[src/rtl/srp16_bus_pkg.sv]
// srp16_bus_pkg: shared widths, FSM/owner encodings and two-way round-robin pick for the memory bus arbiter
package srp16_bus_pkg;
  localparam int ADDR_W_DEF = 16;
  localparam int DATA_W_DEF = 8;
  localparam int MAX_LOCK_DEF = 4;
  localparam logic [1:0] IDLE = 2'd0;
  localparam logic [1:0] OWN_CPU = 2'd1;
  localparam logic [1:0] OWN_DMA = 2'd2;
  localparam logic OWNER_CPU = 1'b0;
  localparam logic OWNER_DMA = 1'b1;
  function automatic logic [1:0] rr_pick(input logic cpu_req, input logic dma_req, input logic last_owner);
    return cpu_req && dma_req ? (last_owner == OWNER_CPU ? OWN_DMA : OWN_CPU) :
           cpu_req ? OWN_CPU : dma_req ? OWN_DMA : IDLE;
  endfunction
endpackage

[src/rtl/mem_bus_arbiter_if.sv]
// mem_bus_arbiter_if: cpu/dma requester signals (req, lock, we, addr, wdata -> gnt, rdata, rvalid) and memory side (addr, wdata, read, write <- rdata)
interface mem_bus_arbiter_if
  import srp16_bus_pkg::*;
#(
  parameter int ADDR_W = ADDR_W_DEF,
  parameter int DATA_W = DATA_W_DEF
) ();
  logic              cpu_req, cpu_lock, cpu_we;
  logic [ADDR_W-1:0] cpu_addr;
  logic [DATA_W-1:0] cpu_wdata;
  logic              cpu_gnt, cpu_rvalid;
  logic [DATA_W-1:0] cpu_rdata;
  logic              dma_req, dma_lock, dma_we;
  logic [ADDR_W-1:0] dma_addr;
  logic [DATA_W-1:0] dma_wdata;
  logic              dma_gnt, dma_rvalid;
  logic [DATA_W-1:0] dma_rdata;
  logic [ADDR_W-1:0] mem_addr;
  logic [DATA_W-1:0] mem_wdata;
  logic              mem_read, mem_write;
  logic [DATA_W-1:0] mem_rdata;
  modport slave (
    input  cpu_req, cpu_lock, cpu_we, cpu_addr, cpu_wdata,
    input  dma_req, dma_lock, dma_we, dma_addr, dma_wdata, mem_rdata,
    output cpu_gnt, cpu_rdata, cpu_rvalid, dma_gnt, dma_rdata, dma_rvalid,
    output mem_addr, mem_wdata, mem_read, mem_write
  );
  modport master (
    output cpu_req, cpu_lock, cpu_we, cpu_addr, cpu_wdata,
    output dma_req, dma_lock, dma_we, dma_addr, dma_wdata, mem_rdata,
    input  cpu_gnt, cpu_rdata, cpu_rvalid, dma_gnt, dma_rdata, dma_rvalid,
    input  mem_addr, mem_wdata, mem_read, mem_write
  );
endinterface

[src/rtl/mem_bus_arbiter.sv]
// mem_bus_arbiter: two-requester (cpu/dma) round-robin memory arbiter with lock bursts; ports clk, reset (sync, active-high), bus (slave modport)
module mem_bus_arbiter
  import srp16_bus_pkg::*;
#(
  parameter int ADDR_W = ADDR_W_DEF,
  parameter int DATA_W = DATA_W_DEF,
  parameter int MAX_LOCK = MAX_LOCK_DEF
) (
  input logic clk,
  input logic reset,
  mem_bus_arbiter_if.slave bus
);
  logic [1:0] state, state_n;
  logic last_owner, o, req, lock, we, beat, rel;
  logic [3:0] cnt;
  logic [ADDR_W-1:0] addr;
  logic [DATA_W-1:0] wdata;
  always_comb begin
    o = state == OWN_DMA;
    req = o ? bus.dma_req : bus.cpu_req;
    lock = o ? bus.dma_lock : bus.cpu_lock;
    we = o ? bus.dma_we : bus.cpu_we;
    beat = state != IDLE && req;
    rel = state != IDLE && (!req || !lock || cnt == 4'(MAX_LOCK - 1));
    state_n = state == IDLE ? rr_pick(bus.cpu_req, bus.dma_req, last_owner) :
              rel ? rr_pick(bus.cpu_req, bus.dma_req, o) : state;
    addr = beat ? (o ? bus.dma_addr : bus.cpu_addr) : '0;
    wdata = beat ? (o ? bus.dma_wdata : bus.cpu_wdata) : '0;
  end
  assign bus.cpu_gnt = state == OWN_CPU;
  assign bus.dma_gnt = state == OWN_DMA;
  assign bus.mem_addr = addr;
  assign bus.mem_wdata = wdata;
  assign bus.mem_read = beat && !we;
  assign bus.mem_write = beat && we;
  always_ff @(posedge clk) begin
    if (reset) begin
      state <= IDLE;
      last_owner <= OWNER_DMA;
      cnt <= '0;
      bus.cpu_rvalid <= 1'b0;
      bus.dma_rvalid <= 1'b0;
      bus.cpu_rdata <= '0;
      bus.dma_rdata <= '0;
    end else begin
      state <= state_n;
      if (rel) last_owner <= o;
      cnt <= (state_n != state || rel) ? '0 : cnt + {3'b0, beat};
      bus.cpu_rvalid <= beat && !we && !o;
      bus.dma_rvalid <= beat && !we && o;
      if (beat && !we && !o) bus.cpu_rdata <= bus.mem_rdata;
      if (beat && !we && o) bus.dma_rdata <= bus.mem_rdata;
    end
  end
endmodule

[src/flat_wrapper.sv]
// flat-port wrapper written by rule: the top's interface ports become plain ports
module mem_bus_arbiter_flat import srp16_bus_pkg::*;
#(
  parameter int ADDR_W = ADDR_W_DEF,
  parameter int DATA_W = DATA_W_DEF,
  parameter int MAX_LOCK = MAX_LOCK_DEF
)
  (clk, reset, bus_cpu_req, bus_cpu_lock, bus_cpu_we, bus_cpu_addr, bus_cpu_wdata, bus_dma_req, bus_dma_lock, bus_dma_we, bus_dma_addr, bus_dma_wdata, bus_mem_rdata, bus_cpu_gnt, bus_cpu_rdata, bus_cpu_rvalid, bus_dma_gnt, bus_dma_rdata, bus_dma_rvalid, bus_mem_addr, bus_mem_wdata, bus_mem_read, bus_mem_write);
  mem_bus_arbiter_if #(.ADDR_W(ADDR_W), .DATA_W(DATA_W)) bus_i ();
  input logic clk;
  input logic reset;
  input wire logic [$bits(bus_i.cpu_req)-1:0] bus_cpu_req;
  input wire logic [$bits(bus_i.cpu_lock)-1:0] bus_cpu_lock;
  input wire logic [$bits(bus_i.cpu_we)-1:0] bus_cpu_we;
  input wire logic [$bits(bus_i.cpu_addr)-1:0] bus_cpu_addr;
  input wire logic [$bits(bus_i.cpu_wdata)-1:0] bus_cpu_wdata;
  input wire logic [$bits(bus_i.dma_req)-1:0] bus_dma_req;
  input wire logic [$bits(bus_i.dma_lock)-1:0] bus_dma_lock;
  input wire logic [$bits(bus_i.dma_we)-1:0] bus_dma_we;
  input wire logic [$bits(bus_i.dma_addr)-1:0] bus_dma_addr;
  input wire logic [$bits(bus_i.dma_wdata)-1:0] bus_dma_wdata;
  input wire logic [$bits(bus_i.mem_rdata)-1:0] bus_mem_rdata;
  output wire logic [$bits(bus_i.cpu_gnt)-1:0] bus_cpu_gnt;
  output wire logic [$bits(bus_i.cpu_rdata)-1:0] bus_cpu_rdata;
  output wire logic [$bits(bus_i.cpu_rvalid)-1:0] bus_cpu_rvalid;
  output wire logic [$bits(bus_i.dma_gnt)-1:0] bus_dma_gnt;
  output wire logic [$bits(bus_i.dma_rdata)-1:0] bus_dma_rdata;
  output wire logic [$bits(bus_i.dma_rvalid)-1:0] bus_dma_rvalid;
  output wire logic [$bits(bus_i.mem_addr)-1:0] bus_mem_addr;
  output wire logic [$bits(bus_i.mem_wdata)-1:0] bus_mem_wdata;
  output wire logic [$bits(bus_i.mem_read)-1:0] bus_mem_read;
  output wire logic [$bits(bus_i.mem_write)-1:0] bus_mem_write;
  assign bus_i.cpu_req = bus_cpu_req;
  assign bus_i.cpu_lock = bus_cpu_lock;
  assign bus_i.cpu_we = bus_cpu_we;
  assign bus_i.cpu_addr = bus_cpu_addr;
  assign bus_i.cpu_wdata = bus_cpu_wdata;
  assign bus_i.dma_req = bus_dma_req;
  assign bus_i.dma_lock = bus_dma_lock;
  assign bus_i.dma_we = bus_dma_we;
  assign bus_i.dma_addr = bus_dma_addr;
  assign bus_i.dma_wdata = bus_dma_wdata;
  assign bus_i.mem_rdata = bus_mem_rdata;
  assign bus_cpu_gnt = bus_i.cpu_gnt;
  assign bus_cpu_rdata = bus_i.cpu_rdata;
  assign bus_cpu_rvalid = bus_i.cpu_rvalid;
  assign bus_dma_gnt = bus_i.dma_gnt;
  assign bus_dma_rdata = bus_i.dma_rdata;
  assign bus_dma_rvalid = bus_i.dma_rvalid;
  assign bus_mem_addr = bus_i.mem_addr;
  assign bus_mem_wdata = bus_i.mem_wdata;
  assign bus_mem_read = bus_i.mem_read;
  assign bus_mem_write = bus_i.mem_write;
  mem_bus_arbiter #(.ADDR_W(ADDR_W), .DATA_W(DATA_W), .MAX_LOCK(MAX_LOCK)) u_core (.clk(clk), .reset(reset), .bus(bus_i));
endmodule
[config.mk]
export PLATFORM = sky130hd
export DESIGN_NAME = mem_bus_arbiter_flat
export DESIGN_NICKNAME = d
export VERILOG_FILES = /design/src/rtl/srp16_bus_pkg.sv /design/src/rtl/mem_bus_arbiter_if.sv /design/src/rtl/mem_bus_arbiter.sv /design/src/flat_wrapper.sv
export SDC_FILE = /design/constraint.sdc
export NUM_CORES = 1
export LEC_CHECK = 0
export ABC_AREA = 1
export ABC_CLOCK_PERIOD_IN_PS = 3800
export BUFFER_PORTS_ARGS = -buffer_cell sky130_fd_sc_hd__buf_2
export CAP_MARGIN = 20
export CORE_MARGIN = 1
export CORE_UTILIZATION = 44
export CTS_BUF_LIST = sky130_fd_sc_hd__clkbuf_8
export DETAILED_ROUTE_END_ITERATION = 12
export HOLD_SLACK_MARGIN = 0.02
export PLACE_DENSITY_LB_ADDON = 0.08
export RECOVER_POWER = 25
export SLEW_MARGIN = 30
export SYNTH_ARGS = -nofsm -noshare
export SYNTH_HDL_FRONTEND = slang
export SYNTH_SLANG_ARGS = --single-unit
[constraint.sdc]
create_clock -name clk -period 3.8 [get_ports clk]
set_input_delay 0.76 -clock clk [delete_from_list [all_inputs] [get_ports clk]]
set_output_delay 0.76 -clock clk [all_outputs]
set_load 0.01 [all_outputs]
* Word-level counts from Yosys, hierarchy flattened
Cells that the tools add are included.
Word-level totals: flip-flop bits (word level) 25, bits of input ports 64, output and inout bits 46, logic and storage cells 44
Operators by class: $add $sub $neg 1, eq/ne operators 4, multiplexer cells 15, reduce and logical (&&, ||, !) cells 17
Operators with widths (count):
- two-way mux 16 bit | 2
- two-way mux 2 bit | 8
- two-way mux 8 bit | 2
- logical AND 1 bit | 7
- adder 4 x 1 -> 4 bit | 1
- == test 4 x 2 -> 1 bit, second input constant | 1
- logical NOT 1 bit | 4
- logical OR 1 bit | 3
- two-way mux 1 bit | 3
- == test 2 x 1 -> 1 bit, second input constant | 1
- == test 2 bit, second input constant | 1
- logical NOT 2 bit | 1
- != test 2 bit | 1
- nonzero test 2 bit | 1
- OR reduction 2 bit | 1

* Logic depth before layout (Yosys ltp)
Gate-level depths: netlist (run 1).
word-level depth 11, gate-level depth with buffers 12, mapped depth without buffers 12

* Worst setup path after synthesis (run 1)
OpenSTA, ideal clock, no wires.
kind input -> output, start in bus_dma_req, end out bus_mem_addr[0], arrival 1.514 ns, required time 3.040 ns, path slack 1.526 ns, stages 7, path buffers 1, cell sequence nand3_1 nand2_2 inv_2 nor2_4 inv_2 buf_2 a21oi_1
Between the ends: cells in the longest elaborated chain, start to end 3
Ends and longest elaborated chain:
- start, declared | RTL line flat_wrapper.sv:17 | input wire logic [$bits(bus_i.dma_req)-1:0] bus_dma_req;
- two-way mux 1 bit | RTL line mem_bus_arbiter.sv:20 | req = o ? bus.dma_req : bus.cpu_req;
- logical AND 1 bit | RTL line mem_bus_arbiter.sv:23 | beat = state != IDLE && req;
- two-way mux 16 bit | RTL line mem_bus_arbiter.sv:27 | addr = beat ? (o ? bus.dma_addr : bus.cpu_addr) : '0;
- end, declared | RTL line flat_wrapper.sv:29 | output wire logic [$bits(bus_i.mem_addr)-1:0] bus_mem_addr;
No other way between the ends.

* Worst setup path in the final report (run 1)
start reg u_core.state[0], end out bus_mem_read
Between the ends: cells in the longest elaborated chain, start to end 4, elaborated cells on any way between the ends 7, those cells by class 1 x eq/ne; 2 x mux; 4 x reduce/logical
Ends and longest elaborated chain:
- start, declared | RTL line mem_bus_arbiter.sv:13 | logic [1:0] state, state_n;
- start signal, assigned | RTL line mem_bus_arbiter.sv:46 | state <= state_n;
- == test 2 bit | RTL line mem_bus_arbiter.sv:19 | o = state == OWN_DMA;
- two-way mux 1 bit (on tied branches) | RTL line mem_bus_arbiter.sv:20, mem_bus_arbiter.sv:22
- logical AND 1 bit / logical NOT 1 bit (equally long branches) | RTL line mem_bus_arbiter.sv:23, mem_bus_arbiter.sv:34
- logical AND 1 bit (*) | RTL line mem_bus_arbiter.sv:34 | assign bus.mem_read = beat && !we;
- end, declared | RTL line flat_wrapper.sv:31 | output wire logic [$bits(bus_i.mem_read)-1:0] bus_mem_read;
Every way passes the cells marked *; elsewhere a longest branch is shown, timed or not.

==> run metrics, run 1 <==
Post-synth EDFFs=0; global route total overflow=0; leak pwr=0.00103 uW; final-report max-slew violation count=0; routed wire length=4030 um; initial antenna violation count=0; final hold vios=0; max frequency=0.326 GHz; final worst path period share=80.8%; cells along the critical path=inv_2 -> nand2_2 -> buf_4 -> clkinv_1 -> nor2_4 -> nand2_2 -> nand2_1 -> buf_2; Via Count=1,788; sequential cell area=500 um2; setup TNS=0 ns; Worst Setup End Kind=primary output; GP Congestion=0.799; largest net degree at the start of global routing=31; sequential power share=41.3%; DRC Markers=0; register bit total from synthesis=25; Clk Latency, worst-skew pair=0.26 ns; CTS tree=done; IO Port Bufs=109; Clk pwr share=22.0%; core region area=3100 um2; ant diodes=0; Num CTS Buffers=3; startpoint types=flip-flop; Ys Warns=0; Layout fillers=342; Multi-input gate area=835 um2; Nets=394; list of most frequent post-synthesis cells=nand2_1, a21oi_1, dfxtp_1; Yosys top cell area share=34.2%; first-pass GRT wire length=6310 um; post-cts sizing count=0; Final Critical Period=3.07 ns; Mapped Nets=289; Std-Cell Rows=20; max incr delay on CP=0.40 ns; outcome=completed; Worst Tran Pin Value=0.454 ns; register area share after synthesis=34.2%; H-tree depth=1; chip height=59.7 um; Avg Inst Size Synth=6.56 um2; Psw=246 uW; share of cells above drive strength 1=35.2%; 1st-pass router iterations=5; clock slew at reported path FFs=0.08 ns; RSZ-0062 raised after global routing=false; Finished Cell Area=2030 um2; maximum capacitance violations=0; Via density=4.82; post-DP HPWL=3150 um; Pwr Density=337 nW/um2; relative slew slack=69.6%; initial drt markers=101; Hold Path Class=reg -> reg; clock sink count=25; Post-Syn Area=1460 um2; Antenna Nets Post-Route=0; Cell variety after synth=24; # hold bufs at CTS=0; Sw Share=35.9%; ys flop type=dfxtp_1; routed len/inst=10.8 um; vias in the first global route=1,517; ys async rst share=0%; Die ar.=3560 um2; worst hold slack=0.462 ns; most frequent CP cell=nand2_2; Max IR drop VDD=0.131 mV; Worst path slowest cell=dfxtp_1; critical path required time=3.04 ns; Critical Path AT=2.31 ns; die width=59.7 um; post-synthesis instance total=223; Setup Crit Path Kind=reg -> out; Int Power=439 uW; Final Setup Violations=0; CP max FO=30; Synth-to-Final Area Change=38.9%; Total GRT Usage=23.0%; Final Skew=0.00542 ns; Initial Utilization=47.1%; combinational share of power=36.7%; Synth area leaders=dfxtp_1, nand2_1, a21oi_1; Root Driver=clkbuf_8; area leader, netlist=dfxtp_1; Post-CTS Setup Bufs=0; Cell Area, Placed=2010 um2; # IOs=110; CTS max path bufs=2; most frequent cell after synthesis=nand2_1
-- metal layers --
metal | up-vias | track usage (%) | share of wire, %
met3 | 6 | 5.19 | 6.7
met4 | 0 | 6.64 | 1.4
met5 | - | 0 | 0
li1 | 933 | - | -
met1 | 778 | 25.9 | 42
met2 | 71 | 42.5 | 50
-- flip-flops by register name, summed over array words and instances, names as in the netlist --
| register | flops |
|---|---|
| u_core.last_owner | 1 |
| u_core.cnt | 4 |
| u_core.bus.dma_rdata | 8 |
| u_core.bus.dma_rvalid | 1 |
| u_core.bus.cpu_rdata | 8 |
| u_core.state | 2 |
| u_core.bus.cpu_rvalid | 1 |
-- power by group through the flow --
stage / clock network, uW / registers, uW / logic (uW)
6_report: 151 / 283 / 251
5_1_grt: 165 / 284 / 282
4_1_cts: 156 / 282 / 253
3_5_place_dp: 0 / 288 / 252
3_3_place_gp: 0 / 289 / 251
2_1_floorplan: 0 / 290 / 168
-- layout make-up --
type | count | share of cell area, %
clock buffer | 3 | 2.03
sequential | 25 | 24.6
inverter | 15 | 2.77
clock inverter | 1 | 0.246
multi-input combinational | 172 | 41.1
timing repair buffer | 111 | 26.5
tap | 44 | 2.71
-- cell families after synthesis --
| family | after synthesis | synth area share (%) |
|---|---|---|
| compound gates | 46 | 16.4 |
| xor+xnor | 2 | 1.20 |
| fa+ha+maj | 2 | 1.71 |
| buf+inv | 26 | 8.72 |
| flops | 25 | 34.2 |
| simple gates | 122 | 37.7 |
-- metrics by stage --
stage / setup WS [ns] / power, uW / util (%) / std cells
3_3_place_gp: 0.891 / 539 / 64.7 / 367
4_1_cts: 0.726 / 691 / 66.2 / 371
3_5_place_dp: 0.871 / 541 / 64.7 / 367
2_1_floorplan: 1.53 / 459 / - / 223
5_1_grt: 0.470 / 732 / 65.5 / 371
6_report: 0.731 / 685 / 65.5 / 371
-- cells in the final DEF (no fill, tap or decap) --
master and n:
nand3_2 3, nor3_1 1, o211ai_1 1, xnor2_1 1, a21oi_1 42, nor2_4 3
nand2_1 74, clkinv_2 1, nor2_1 9, nand3_1 23, buf_2 92, buf_4 2
nand4_1 3, ha_1 2, inv_2 3, clkbuf_1 17, clkinv_1 1, o21ai_0 1
a21oi_2 1, dfxtp_1 25, inv_1 11, xor2_1 1, o21ai_2 1, clkbuf_8 3
nand2_2 6
-- critical path, delay by kind of cell (launching register included) --
| family | cells | cell delay (ns) |
|---|---|---|
| DFF | 1 | 0.40 |
| buffers and inverters | 4 | 0.91 |
| and+or+nand+nor | 4 | 0.72 |
-- path summary, 6_finish.rpt --
| kind | from | endpoint | slack, ns | cells past startpoint |
|---|---|---|---|---|
| worst min register to register | u_core.bus.cpu_rdata[1] | u_core.bus.cpu_rdata[1] | 0.46 | 2 |
| worst min-delay path | u_core.bus.cpu_rdata[1] | u_core.bus.cpu_rdata[1] | 0.46 | 2 |
| worst max register to register | u_core.state[0] | u_core.bus.cpu_rdata[6] | 1.68 | 8 |
| worst max-delay path | u_core.state[0] | bus_mem_read | 0.73 | 8 |
Power figures use the tool's default switching activity.
==> run 2: changes to the inputs <==
--- a/config.mk
+++ b/config.mk
@@ -6,11 +6,11 @@
 export NUM_CORES = 1
 export LEC_CHECK = 0
 export ABC_AREA = 1
-export ABC_CLOCK_PERIOD_IN_PS = 3800
+export ABC_CLOCK_PERIOD_IN_PS = 2500
 export BUFFER_PORTS_ARGS = -buffer_cell sky130_fd_sc_hd__buf_2
 export CAP_MARGIN = 20
 export CORE_MARGIN = 1
-export CORE_UTILIZATION = 44
+export CORE_UTILIZATION = 37
 export CTS_BUF_LIST = sky130_fd_sc_hd__clkbuf_8
 export DETAILED_ROUTE_END_ITERATION = 12
 export HOLD_SLACK_MARGIN = 0.02
==> constraint.sdc (replaced) <==
create_clock -name clk -period 2.5 [get_ports clk]
set_input_delay 0.5 -clock clk [delete_from_list [all_inputs] [get_ports clk]]
set_output_delay 0.5 -clock clk [all_outputs]
set_load 0.01 [all_outputs]
==> run metrics, run 2 (synthesis gave the netlist of run 1 again) <==
outcome=completed; Antenna Nets Post-Route=0 (unchanged); most common cell after layout, fill and taps aside=buf_2; Root Driver=clkbuf_8; clock sink count=25 (unchanged); Clk Latency, worst-skew pair=0.26 ns (about the same); 1st-pass router iterations=6 (+1); Clk pwr share=21.7% (-0.3 points); Setup Crit Path Kind=reg -> out; Max IR drop VDD=0.224 mV (+71%); Finished Cell Area=2060 um2 (+1.4%); ant diodes=0 (unchanged); worst slack, placed=0.292 ns (-0.578 ns); Psw=378 uW (+54%); vias in the first global route=1,651 (+8.8%); most frequent cells in the layout=buf_2, nand2_1, a21oi_1; RSZ-0062 raised after global routing=false; first-pass GRT wire length=6930 um (+10%); Synth-to-Final Area Change=40.8%; final hold vios=0 (unchanged); combinational share of power=37.4% (+0.7 points); core region area=3720 um2 (+20%); Initial Utilization=39.4% (-7.8 points); startpoint types=flip-flop; global route total overflow=0 (unchanged); share of cells above drive strength 1=35.6% (+0.39 points); routed wire length=4230 um (+5.1%); GP Congestion=0.836 (+4.7%); reg2reg path depth=10 (+2); Int Power=673 uW (+53%); final worst path period share=91.0%; Nets=396 (+0.51%); Hold Crit Depth=2 (unchanged); clock slew at reported path FFs=0.08 ns (about the same); CTS tree=done; DRC Markers=0 (unchanged); Hold Path Class=reg -> reg; CTS max path bufs=2 (unchanged); Worst Setup End Kind=primary output; Worst Tran Pin Value=0.367 ns (-0.0876 ns); critical path required time=2.00 ns (-1.04 ns); Final Skew=0.00100 ns (-0.00442 ns); # IOs=110 (unchanged); Via density=4.81 (-0.16%); Post-CTS Setup Bufs=0 (unchanged); relative slew slack=75.6% (+5.9 points); Final Setup Violations=0 (unchanged); Via Count=1,814 (+1.5%); Sw Share=36.0% (+0.059 points); max frequency=0.440 GHz; Std-Cell Rows=22 (+10%); initial drt markers=98 (-3.0%); largest net degree at the start of global routing=26 (-16%); Total GRT Usage=20.7% (-2.3 points); Layout fillers=418 (+22%); post-DP HPWL=3390 um (+7.8%); IO Port Bufs=109 (unchanged); routed len/inst=11.2 um (+3.4%); initial antenna violation count=0 (unchanged); H-tree depth=1 (unchanged); Finished Layout Cells=377 (+1.6%); final-report max-slew violation count=0 (unchanged); Die ar.=4210 um2 (+18%); Final Critical Period=2.27 ns; leak pwr=0.00105 uW (+1.8%); sequential power share=40.9% (-0.4 points); Critical Path AT=1.77 ns (-0.54 ns); Pwr Density=510 nW/um2 (+51%); die width=64.9 um (+8.8%); CP max FO=12 (-60%); placed cell count=373 (+1.6%); PnR worst setup slack=0.225 ns (-0.506 ns); chip height=64.9 um (+8.8%); maximum capacitance violations=0 (unchanged); Cell Area, Placed=2030 um2 (+1.0%); setup TNS=0 ns (unchanged); Num CTS Buffers=3 (unchanged); top flop regs=u_core.bus.cpu_rdata (8), u_core.bus.dma_rdata (8), u_core.cnt (4)
## run 2: repair_timing
item / 4_1_cts / 5_1_grt
resized for setup: 1 / 3
hold buffers: 0 / 0
setup endpoints to repair: 1 / 21
## run 2: through the flow
stage               hold slack, ns  power, uW  util, %
CTS                          0.465       1060     55.8
finish                       0.465       1050     55.4
global placement             0.450        832     54.5
floorplan                    0.443        697        -
detailed placement           0.452        832     54.5
global route                 0.489       1130     55.4
## run 2: area by class of cell
type | count | area (um2) | share of cell area, %
Timing Repair Buffer | 113 | 554 | 26.9
Tap cell | 48 | 60.1 | 2.92
Multi-Input combinational cell | 172 | 840 | 40.8
Sequential cell | 25 | 500 | 24.3
Inverter | 15 | 60.1 | 2.92
Clock buffer | 3 | 41.3 | 2.00
Clock inverter | 1 | 3.75 | 0.182
## run 2: path summary, 6_finish.rpt
kind                                              start  slack [ns]                       to
worst max-delay path                    u_core.state[1]        0.23             bus_mem_read
worst max register to register          u_core.state[0]        0.87            u_core.cnt[2]
worst min register to register  u_core.bus.dma_rdata[7]        0.47  u_core.bus.dma_rdata[7]
worst min-delay path            u_core.bus.dma_rdata[7]        0.47  u_core.bus.dma_rdata[7]
## run 2: critical path, stage by stage, from the launching register on
cell and delay, ns:
dfxtp_1 0.48, nand2_4 0.14, buf_4 0.21, nor2_4 0.24
nand2_2 0.21, nand2_1 0.10, buf_2 0.12
## run 2: power groups by stage
stage | Sequential (uW) | Clock [uW] | Combinational [uW]
after floorplan | 441 | 0 | 256
after global placement | 438 | 0 | 394
after detailed placement | 438 | 0 | 394
after CTS | 429 | 236 | 396
after global routing | 432 | 256 | 445
final | 430 | 227 | 393
## run 2: routing by layer
layer / vias up / global-route usage (%) / routed length (um)
met2: 78 / 37.4 / 2070
li1: 941 / - / -
met5: - / 0 / 0
met4: 0 / 5.56 / 41
met3: 4 / 4.58 / 342
met1: 791 / 24.2 / 1780
==> run 3: changes to the inputs <==
--- a/config.mk
+++ b/config.mk
@@ -16,6 +16,7 @@
 export HOLD_SLACK_MARGIN = 0.02
 export PLACE_DENSITY_LB_ADDON = 0.08
 export RECOVER_POWER = 25
+export REMOVE_ABC_BUFFERS = 1
 export SLEW_MARGIN = 30
 export SYNTH_ARGS = -nofsm -noshare
 export SYNTH_HDL_FRONTEND = slang
==> run metrics, run 3 (synthesis gave the netlist of run 1 again) <==
outcome=completed; global route total overflow=0 (unchanged); Finished Cell Area=2080 um2 (+1.2%); final hold vios=0 (unchanged); CTS max path bufs=2 (unchanged); RSZ-0062 raised after global routing=false; CP max FO=15 (+3); Root Driver=clkbuf_8; Setup Crit Path Kind=reg -> out; Worst Tran Pin Value=0.352 ns (-0.0151 ns); routed wire length=4140 um (-2.2%); final core occ=56.1% (+0.64 points); # IOs=110 (unchanged); Final Skew=0.00174 ns (+0.000738 ns); Synth-to-Final Area Change=42.4%; largest net degree at the start of global routing=26 (unchanged); GP Congestion=0.809 (-3.3%); Nets=400 (+1.0%); Initial Utilization=39.4% (unchanged); IO Port Bufs=109 (unchanged); Pwr Density=509 nW/um2 (-0.14%); Final Setup Violations=0 (unchanged); Critical Path AT=1.80 ns (+0.03 ns); Via density=4.72 (-1.9%); Total GRT Usage=19.2% (-1.4 points); leak pwr=0.00106 uW (+1.3%); setup TNS=0 ns (unchanged); Worst Setup End Kind=primary output; ant diodes=0 (unchanged); Num CTS Buffers=3 (unchanged); 1st-pass router iterations=4 (-2); maximum capacitance violations=0 (unchanged); startpoint types=flip-flop; initial antenna violation count=0 (unchanged); top flop regs=u_core.bus.cpu_rdata (8), u_core.bus.dma_rdata (8), u_core.cnt (4); final-report max-slew violation count=0 (unchanged); Std-Cell Rows=22 (unchanged); Die ar.=4210 um2 (unchanged); Layout fillers=397 (-5.0%); first-pass GRT wire length=6500 um (-6.3%); initial drt markers=91 (-7.1%); Via Count=1,798 (-0.88%); vias in the first global route=1,577 (-4.5%); routed len/inst=10.9 um (-3.2%); DRC Markers=0 (unchanged); critical path required time=2.00 ns (about the same); Antenna Nets Post-Route=0 (unchanged); Cell Area, Placed=2030 um2 (+0.37%); clock slew at reported path FFs=0.08 ns (about the same); final worst path period share=91.8% (+0.83 points); share of cells above drive strength 1=36.0% (+0.47 points); relative slew slack=76.6% (+1.0 points); post-DP HPWL=3230 um (-4.7%); chip height=64.9 um (unchanged); die width=64.9 um (unchanged); max frequency=0.436 GHz (-0.91%); clock sink count=25 (unchanged); Hold Path Class=reg -> reg; Clk Latency, worst-skew pair=0.27 ns (about the same); most frequent cells in the layout=buf_2, nand2_1, a21oi_1; most common cell after layout, fill and taps aside=buf_2; Max IR drop VDD=0.175 mV (-22%); CTS tree=done; Final Critical Period=2.30 ns (+0.0208 ns); Overall Power=1060 uW (+1.0%); H-tree depth=1 (unchanged); core region area=3720 um2 (unchanged)
## run 3: metrics by stage
| step | std cells | worst slack, ns | hold WS [ns] |
|---|---|---|---|
| final | 381 | 0.205 | 0.467 |
| after global placement | 374 | 0.312 | 0.448 |
| after CTS | 378 | 0.111 | 0.464 |
| after detailed placement | 374 | 0.296 | 0.450 |
| after floorplan | 212 | -0.0192 | 0.436 |
| after global routing | 381 | 0.0396 | 0.486 |
## run 3: final cells by class
class | count | area (um2) | share of cell area (%)
multi-input combinational | 172 | 835 | 40.1
clock inverter | 1 | 3.75 | 0.180
inverter | 15 | 58.8 | 2.82
timing repair buffer | 117 | 584 | 28.0
clock buffer | 3 | 41.3 | 1.98
tap | 48 | 60.1 | 2.88
sequential | 25 | 500 | 24.0
## run 3: worst paths after layout
kind,startpoint,end,slack (ns),cells after the start
setup / recovery,u_core.state[0],bus_mem_read,0.20,8
hold / removal,u_core.bus.dma_rdata[7],u_core.bus.dma_rdata[7],0.47,2
setup reg to reg,u_core.state[0],u_core.cnt[2],0.64,11
hold reg to reg,u_core.bus.dma_rdata[7],u_core.bus.dma_rdata[7],0.47,2
## run 3: metal layers
metal  up-vias  global-route usage [%]  part of all wire, %  wire length (um)
met3         5                    2.46                  5.8               239
met5         -                       0                    0                 0
met4         0                    5.83                  1.5                61
met1       779                    23.1                   44              1810
li1        948                       -                    -                 -
met2        66                    35.0                   49              2020
## run 3: repair_timing
item	4_1_cts	5_1_grt
setup endpoints to repair	0	4
gates resized for setup	0	2
hold buffers	0	0
setup buffers	0	3
## run 3: power breakdown
group | total [uW] | switching [uW] | internal, uW
Clock | 230 | 121 | 110
Sequential | 430 | 13.7 | 416
Combinational | 401 | 246 | 155
## run 3: worst max-delay path, stage by stage (launching register included)
cell and delay [ns]:
dfxtp_1 0.40, inv_2 0.08, nand2_2 0.09, buf_4 0.21
clkinv_1 0.16, nor2_4 0.18, nand2_2 0.16, nand2_1 0.10
buf_2 0.13
